<file path="config.mk">
export PLATFORM = sky130hd
export DESIGN_NAME = dropout_mask_sched
export DESIGN_NICKNAME = d
export VERILOG_FILES = /design/src/rtl/dropout_pkg.sv /design/src/rtl/dropout_lfsr.sv /design/src/rtl/dropout_mask_sched.sv
export SDC_FILE = /design/constraint.sdc
export NUM_CORES = 1
export LEC_CHECK = 0
export ABC_CLOCK_PERIOD_IN_PS = 4600
export CORE_UTILIZATION = 50
export CTS_BUF_LIST = sky130_fd_sc_hd__clkbuf_4 sky130_fd_sc_hd__clkbuf_8
export DETAILED_ROUTE_END_ITERATION = 7
export GPL_ROUTABILITY_DRIVEN = 1
export PLACE_DENSITY = 0.7
export SLEW_MARGIN = 5
export SYNTH_ARGS = -nofsm -noshare
export SYNTH_HDL_FRONTEND = slang
export SYNTH_SLANG_ARGS = --single-unit
</file>
<file path="constraint.sdc">
create_clock -name clk -period 4.6 [get_ports clk]
set_input_delay 1.38 -clock clk [delete_from_list [all_inputs] [get_ports clk]]
set_output_delay 1.38 -clock clk [all_outputs]
set_load 0.02 [all_outputs]
</file>
<file path="src/rtl/dropout_pkg.sv">
// Shared types and constants for the dropout mask scheduler.
// The optional macro DROPOUT_MIN_KEEP_EN is consumed by dropout_mask_sched.
package dropout_pkg;

   typedef enum logic [1:0] {IDLE, GEN, PRESENT, FIN} state_t;

   localparam int          THRESH_W       = 16;
   localparam logic [15:0] LFSR_TAPS      = 16'hB400;
   localparam logic [THRESH_W-1:0] THRESH_DEFAULT = 16'h8000;

endpackage

</file>
<file path="src/rtl/dropout_lfsr.sv">
// 16-bit right-shifting Galois LFSR; advances only when step is high.
// A zero seed is replaced by 1 so the register can never lock up at zero.
module dropout_lfsr
   import dropout_pkg::*;
#(
   parameter logic [15:0] SEED = 16'hACE1
) (
   input  logic        clk,
   input  logic        reset,
   input  logic        step,
   output logic [15:0] value
);

   localparam logic [15:0] SEED_NZ = (SEED == 16'h0000) ? 16'h0001 : SEED;

   logic [15:0] r_value;

   always_ff @(posedge clk) begin
      if (reset) begin
         r_value <= SEED_NZ;
      end else if (step) begin
         r_value <= r_value[0] ? ((r_value >> 1) ^ LFSR_TAPS) : (r_value >> 1);
      end
   end

   assign value = r_value;

endmodule

</file>
<file path="src/rtl/dropout_mask_sched.sv">
// Sequences per-layer keep/drop masks for one network pass (LFSR vs threshold).
// Optional macro DROPOUT_MIN_KEEP_EN: an all-drop training mask keeps lane 0.
module dropout_mask_sched
   import dropout_pkg::*;
#(
   parameter int                    N          = 8,
   parameter int                    LAYERS     = 4,
   parameter logic [15:0]           SEED       = 16'hACE1,
   parameter logic [THRESH_W-1:0]   THRESH_RST = THRESH_DEFAULT,
   localparam int                   LW         = (LAYERS > 1) ? $clog2(LAYERS) : 1
) (
   input  logic                clk,
   input  logic                reset,
   input  logic                start,
   input  logic                train_en,
   input  logic                cfg_we,
   input  logic [LW-1:0]       cfg_layer,
   input  logic [THRESH_W-1:0] cfg_thresh,
   output logic                busy,
   output logic                done,
   output logic                mask_valid,
   input  logic                mask_ready,
   output logic [N-1:0]        mask,
   output logic [LW-1:0]       mask_layer,
   output state_t              dbg_state
);

   localparam int CW = $clog2(N) + 1;
   localparam int IW = (N > 1) ? $clog2(N) : 1;

   // Handshake: a mask transfers on a cycle where mask_valid && mask_ready;
   // mask and mask_layer are held constant while mask_valid is high.

   state_t              r_state;
   state_t              w_state_next;
   logic                r_mode;
   logic [LW-1:0]       r_layer;
   logic [CW-1:0]       r_lane;
   logic [N-1:0]        r_mask;
   logic [THRESH_W-1:0] r_thr_cur;
   logic [THRESH_W-1:0] r_thresh [LAYERS];

   logic [15:0]         w_lfsr;
   logic [IW-1:0]       w_lane_idx;
   logic [N-1:0]        w_mask_gen;
   logic [LW-1:0]       w_layer_inc;
   logic                w_last_lane;
   logic                w_last_layer;

   dropout_lfsr #(.SEED(SEED)) u_lfsr (
      .clk   (clk),
      .reset (reset),
      .step  (r_state == GEN),
      .value (w_lfsr)
   );

   assign w_lane_idx   = IW'(r_lane);
   assign w_layer_inc  = r_layer + LW'(1);
   assign w_last_lane  = (r_lane == CW'(N - 1));
   assign w_last_layer = (r_layer == LW'(LAYERS - 1));

   always_comb begin
      w_mask_gen             = r_mask;
      w_mask_gen[w_lane_idx] = (w_lfsr >= r_thr_cur);
`ifdef DROPOUT_MIN_KEEP_EN
      if (w_last_lane && (w_mask_gen == '0)) begin
         w_mask_gen[0] = 1'b1;
      end
`endif
   end

   always_comb begin
      w_state_next = r_state;
      case (r_state)
         IDLE:    if (start) w_state_next = train_en ? GEN : PRESENT;
         GEN:     if (w_last_lane) w_state_next = PRESENT;
         PRESENT: begin
            if (mask_ready) begin
               if (w_last_layer) w_state_next = FIN;
               else if (r_mode)  w_state_next = GEN;
               else              w_state_next = PRESENT;
            end
         end
         FIN:     w_state_next = IDLE;
         default: w_state_next = IDLE;
      endcase
   end

   always_ff @(posedge clk) begin
      if (reset) r_state <= IDLE;
      else       r_state <= w_state_next;
   end

   always_ff @(posedge clk) begin
      if (reset) begin
         r_mode    <= 1'b0;
         r_layer   <= '0;
         r_lane    <= '0;
         r_mask    <= '1;
         r_thr_cur <= THRESH_RST;
         for (int i = 0; i < LAYERS; i++) r_thresh[i] <= THRESH_RST;
      end else begin
         // Thresholds are latched at GEN entry, so a write here never alters a mask in flight.
         if (cfg_we && (32'(cfg_layer) < LAYERS)) r_thresh[cfg_layer] <= cfg_thresh;
         case (r_state)
            IDLE: begin
               if (start) begin
                  r_mode    <= train_en;
                  r_layer   <= '0;
                  r_lane    <= '0;
                  r_thr_cur <= r_thresh[0];
                  if (!train_en) r_mask <= '1;
               end
            end
            GEN: begin
               r_mask <= w_mask_gen;
               r_lane <= r_lane + CW'(1);
            end
            PRESENT: begin
               if (mask_ready && !w_last_layer) begin
                  r_layer   <= w_layer_inc;
                  r_lane    <= '0;
                  r_thr_cur <= r_thresh[w_layer_inc];
                  if (!r_mode) r_mask <= '1;
               end
            end
            default: ;
         endcase
      end
   end

   assign busy       = (r_state == GEN) || (r_state == PRESENT);
   assign done       = (r_state == FIN);
   assign mask_valid = (r_state == PRESENT);
   assign mask       = r_mask;
   assign mask_layer = r_layer;
   assign dbg_state  = r_state;

endmodule
</file>
# Yosys cells after proc, flatten, opt, wreduce, memory -nomap -nowiden
# Memory sizes are Yosys's and may differ from the RTL's.
# Index checks and enable logic that the tools add are counted.
# totals
mem_count	1
ram_bits	64
word_cells	71
rom_bits	0
output_inout_bits	15
latchBits	0
regBits	49
# memory_table
name	depth	width	read_ports	rd_clocked_by_memory_dff	wr	line	rtl
r_thresh	4	16	2	0	4	dropout_mask_sched.sv:41	logic [THRESH_W-1:0] r_thresh [LAYERS];
# op_classes
n_eq_ne	11
n_reduce_logical	13
shifts	0
mux	33
multipliers	0
order_cmp	3
bitwise	1
n_div	0
add_sub_neg	2
# op_table
operator	count
16-bit 2-to-1 mux	4
8-bit 2-to-1 mux	4
16-bit case mux with 2 select lines	1
8-bit case mux with 3 select lines	1
2-bit 2-to-1 mux	9
16-bit >= comparator	1
16-bit OR reduction	1
4-bit case mux with 3 select lines	1
3-bit AND reduction	3
8-bit bitwise mux	1
4-bit 2-to-1 mux	2
2-bit inequality test (second input constant)	4
2-bit case mux with 4 select lines	1
1-bit 2-to-1 mux	7
2-bit == test (second input constant)	3
5-bit AND reduction	1
4-bit by 1-bit adder with 4-bit output (second input constant)	1
4-bit by 3-bit == test with 1-bit output (second input constant)	1
3-bit by 4-bit less-than comparator with 1-bit output (second input constant)	1
2-bit by 1-bit inequality test with 1-bit output (second input constant)	2
3-bit NOT with 4-bit output	1
2-bit case mux with 2 select lines	1
1-bit demux with 3-bit select	1
3-bit by 1-bit >= comparator with 1-bit output (second input constant)	1
other kinds (9)	10

# Depth between registers and ports, before layout
# depth
depth_word	6
ltp_mapped	9
depth_no_buf	7

# Modules after synthesis
# Synthesis repeated with hierarchy kept, for this count alone.
# hier_totals
hier_cells	486
hier_area_um2	5351.4
# modules_own_cells
mod	n_inst	area_per_inst_um2	seq_area_each_um2	cells_each
dropout_mask_sched	1	4720.8	2582.5	430
dropout_lfsr	1	630.6	320.3	56

# Least setup slack after synthesis
# No wires, ideal clock.
# synth_path
path_type	input-to-reg
from	input train_en
to	register r_mask[7], in the netlist mask[7]
n_path_buf	0
t_required_ns	4.465
arrival_time_ns	2.883
setup_time_ns	0.135
stages	5
slack_ns	1.582
path_cell_list	a22o_1 a2111oi_4 nand4_2 a2111oi_4 a21oi_1
# synth_between
elab_chain_len	2
# synth_lines
element	line	rtl
start: declaration	dropout_mask_sched.sv:15	input logic train_en,
2-bit inequality test (no source line)	-	
5-bit AND reduction (no source line)	-	
end signal: assignment	dropout_mask_sched.sv:116	r_mask <= w_mask_gen;
end: declaration	dropout_mask_sched.sv:39	logic [N-1:0] r_mask;
# No other way between the ends.
# A chain may end at the register's enable or synchronous reset.

# Worst setup path in the final report
# layout_path
from	input train_en
to	register r_mask[3], in the netlist mask[3]
# Same word-level chain as after synthesis.

==> impl_metrics.toml <==
[yosys]
yosys-top-cells-area = "sky130_fd_sc_hd__edfxtp_1 (36%), sky130_fd_sc_hd__dfxtp_1 (18%), sky130_fd_sc_hd__and2_1 (7.3%), sky130_fd_sc_hd__ha_1 (5.4%), sky130_fd_sc_hd__nand2_1 (4.0%)"
synth_top_area_frac = 0.3607
postSynthCellCount = 497
synth_nets = 544
post_synth_instance_area_sq_mm = 0.005328
post-synth-top-area-cell = "sky130_fd_sc_hd__edfxtp_1"
average_footprint_of_a_synthesized_cell_sq_um = 10.72
yosysUniqueCellTypes = 36
synth_edf_count = 64
dominantRegCellSynth = "sky130_fd_sc_hd__edfxtp_1"
synth.yosys.warnings = 0
synth.ff_latch_count = 113
synthArstFlopShare = 0
yosysSeqAreaShare = 0.5449

[finish]
synthToLayoutAreaGrowth_pct = 18.27
antenna-diode-count = 0
mostFrequentLayoutCell = "sky130_fd_sc_hd__edfxtp_1"
final_cell_mix = "sky130_fd_sc_hd__edfxtp_1 (64), sky130_fd_sc_hd__and2_1 (62), sky130_fd_sc_hd__nand2_1 (57), sky130_fd_sc_hd__dfxtp_1 (49), sky130_fd_sc_hd__clkdlybuf4s50_1 (38)"
drive_gt1_frac = 0.1164
count_of_nets_after_finishing = 584

[cts]
hold_buffers = 0
clk_root_buffer_cell = "sky130_fd_sc_hd__clkbuf_8"
clock-sinks = 113
cts_inserted_buffers = 17
h-tree-depth = 4
post_cts_resized = 0
ctsLongestPathBuffers = 2
cts_tree = "done"
clk_transition_reported_paths_ns = 0.08
worst_skew_pair.late_latency_ns = 0.43
cts_post_setup_buffers_inserted = 0

[timing]
rsz0062_at_grt = "no"
final_min_period_over_clock_period = 0.7311
final_report_max_slew_violation_count = 0
final.min_clock_period_ns = 3.363
worst_clock_skew_ns = 0.01043
timing_hold_violations_final = 0
report.final.setup_viol = 0
fin_tns_setup_ns = 0
timing_worst_slew_pin_value_ns = 0.8411
slew_headroom = 0.4379
timing.hold.ws_ns = 0.4578
fmax_mhz = 297.4

[place]
placement.io_buffers = 38
detailedPlacementHpwl_microns = 7036
finalWeightedCongestion = 0.8043

[global_routing]
global_route.usage.total = 0.2151
wire_length_of_the_first_global_routing_pass_microns = 18250
overflow = 0
largest_net_degree_at_the_start_of_global_routing = 45
vias_in_the_first_global_route = 3811
antenna_found_initial = 0

[route]
avgViaCountPerCell = 5.455
route.detailed.wl_per_inst_microns = 16.12
postRouteWirelength_microns = 11060
initial_drt_pass_iterations = 5
detailroute.via_count = 3742
drcViolationCount = 0
number_of_routed_nets_with_antenna_violations = 0
first_iter_violations = 147

[worst_setup_path]
critical_path_required_ns = 4.90
worst-path-max-fanout = 9
setup.worst_path.class = "in2reg"
cp_data_arrival_time_ns = 3.66
start_kind = "primary input"
setup.worst_path.end_class = "register"

[floorplanning]
ios = 39
rows = 37
floorplan.core_area_sq_mm = 0.01032
start_util = 0.5161
die_area_sq_mm = 0.01107
fp.dieW_microns = 105.2
chipHeight_microns = 105.2

[power]
power.static_leakage_nw = 2.255
worst_vdd_ir_uv = 256.5
total_power_w = 0.003512
cellPowerDensity_mw_per_mm2 = 557.3

[status]
outcome = "finished, final reports clean"

[hold_path]
hp-class = "reg2reg"

[run]
cap_viol_max_count = 0
## power breakdown
group	internal, W	leakage, nW	switching [W]	total [W]
combinational	0.000453	1.01	0.000682	0.00114
sequential	0.00123	1.03	0.0000996	0.00133
clock	0.000605	0.214	0.000440	0.00104
total	0.00229	2.25	0.00122	0.00351
## kinds of logic after synthesis
| kind of cell | count (synthesis) | share of synthesized area |
|---|---|---|
| muxes | 30 | 0.05989 |
| adders and majority gates | 23 | 0.05402 |
| and+or+nand+nor | 165 | 0.1630 |
| DFF | 113 | 0.5449 |
| xor gates and xnor gates | 3 | 0.004933 |
| buffers and inverters | 54 | 0.03805 |
| AOI/OAI and AO/OA | 109 | 0.1353 |
## state kept, by name (all words and copies together), names as in the netlist
name	flops
mask_layer	2
mask	8
dbg_state	2
r_thr_cur	16
r_lane	4
r_thresh	64
u_lfsr.value	16
r_mode	1
## final cells by class
| class | instances | area [sq um] |
|---|---|---|
| fillers | 846 | 4023 |
| flip-flops and latches | 113 | 2903 |
| multi-input cells | 330 | 2222 |
| repair buffers | 49 | 462.9 |
| clock buffers | 18 | 241.5 |
| clock inverters | 14 | 203.9 |
| well taps | 136 | 170.2 |
| inverters | 26 | 97.59 |
## through the flow
stage	setup slack [ns]	area, sq um	utilization	cells
floorplan	1.582	5328	-	497
global placement	0.9013	5856	0.5672	654
detailed placement	0.8274	5856	0.5672	654
CTS	1.271	6301	0.6104	686
global route	1.088	6301	0.6104	686
finish	1.237	6301	0.6104	686
## Yosys cell counts (2+ instances only)
cell                        instances
sky130_fd_sc_hd__edfxtp_1          64
sky130_fd_sc_hd__and2_1            62
sky130_fd_sc_hd__nand2_1           57
sky130_fd_sc_hd__dfxtp_1           49
sky130_fd_sc_hd__a21oi_1           37
sky130_fd_sc_hd__inv_1             26
sky130_fd_sc_hd__clkbuf_1          25
sky130_fd_sc_hd__ha_1              23
sky130_fd_sc_hd__o211ai_1          18
sky130_fd_sc_hd__o22ai_1           16
sky130_fd_sc_hd__mux2_2            15
sky130_fd_sc_hd__mux2i_1           15
sky130_fd_sc_hd__a211oi_1          14
sky130_fd_sc_hd__nor2_1            12
sky130_fd_sc_hd__o21ai_0           12
sky130_fd_sc_hd__nand3_1            8
sky130_fd_sc_hd__nand2b_1           5
sky130_fd_sc_hd__nand4_1            4
sky130_fd_sc_hd__buf_1              3
sky130_fd_sc_hd__nand3b_1           3
sky130_fd_sc_hd__nor2b_1            3
sky130_fd_sc_hd__nor3_1             3
sky130_fd_sc_hd__nor3b_1            3
sky130_fd_sc_hd__xnor2_1            3
sky130_fd_sc_hd__a2111oi_4          2
sky130_fd_sc_hd__a211o_1            2
sky130_fd_sc_hd__a21o_1             2
sky130_fd_sc_hd__o31ai_1            2
sky130_fd_sc_hd__or2_2              2
## layer usage
layer | global-route usage | vias up | wire [microns]
met3 | 0.04762 | 18 | 367
met1 | 0.2618 | 1787 | 4948
met2 | 0.3633 | 79 | 5514
met5 | 0 | - | 0
met4 | 0.09960 | 0 | 229
li1 | - | 1858 | -
## worst max-delay path: stages
cell                              delay, ns
sky130_fd_sc_hd__clkdlybuf4s50_1       0.46
sky130_fd_sc_hd__a22o_1                0.25
sky130_fd_sc_hd__a2111oi_4             0.62
sky130_fd_sc_hd__nand4_2               0.21
sky130_fd_sc_hd__a2111oi_4             0.60
sky130_fd_sc_hd__a21oi_1               0.13
## path summary, 6_finish.rpt
check | from | to | slack, ns | cells after the start
setup / recovery | train_en | mask[3] | 1.24 | 6
hold / removal | r_thr_cur[8] | r_thr_cur[8] | 0.46 | 2
setup reg to reg | dbg_state[0] | mask[3] | 1.62 | 8
hold reg to reg | r_thr_cur[8] | r_thr_cur[8] | 0.46 | 2
(Power assumes the default switching activity.)
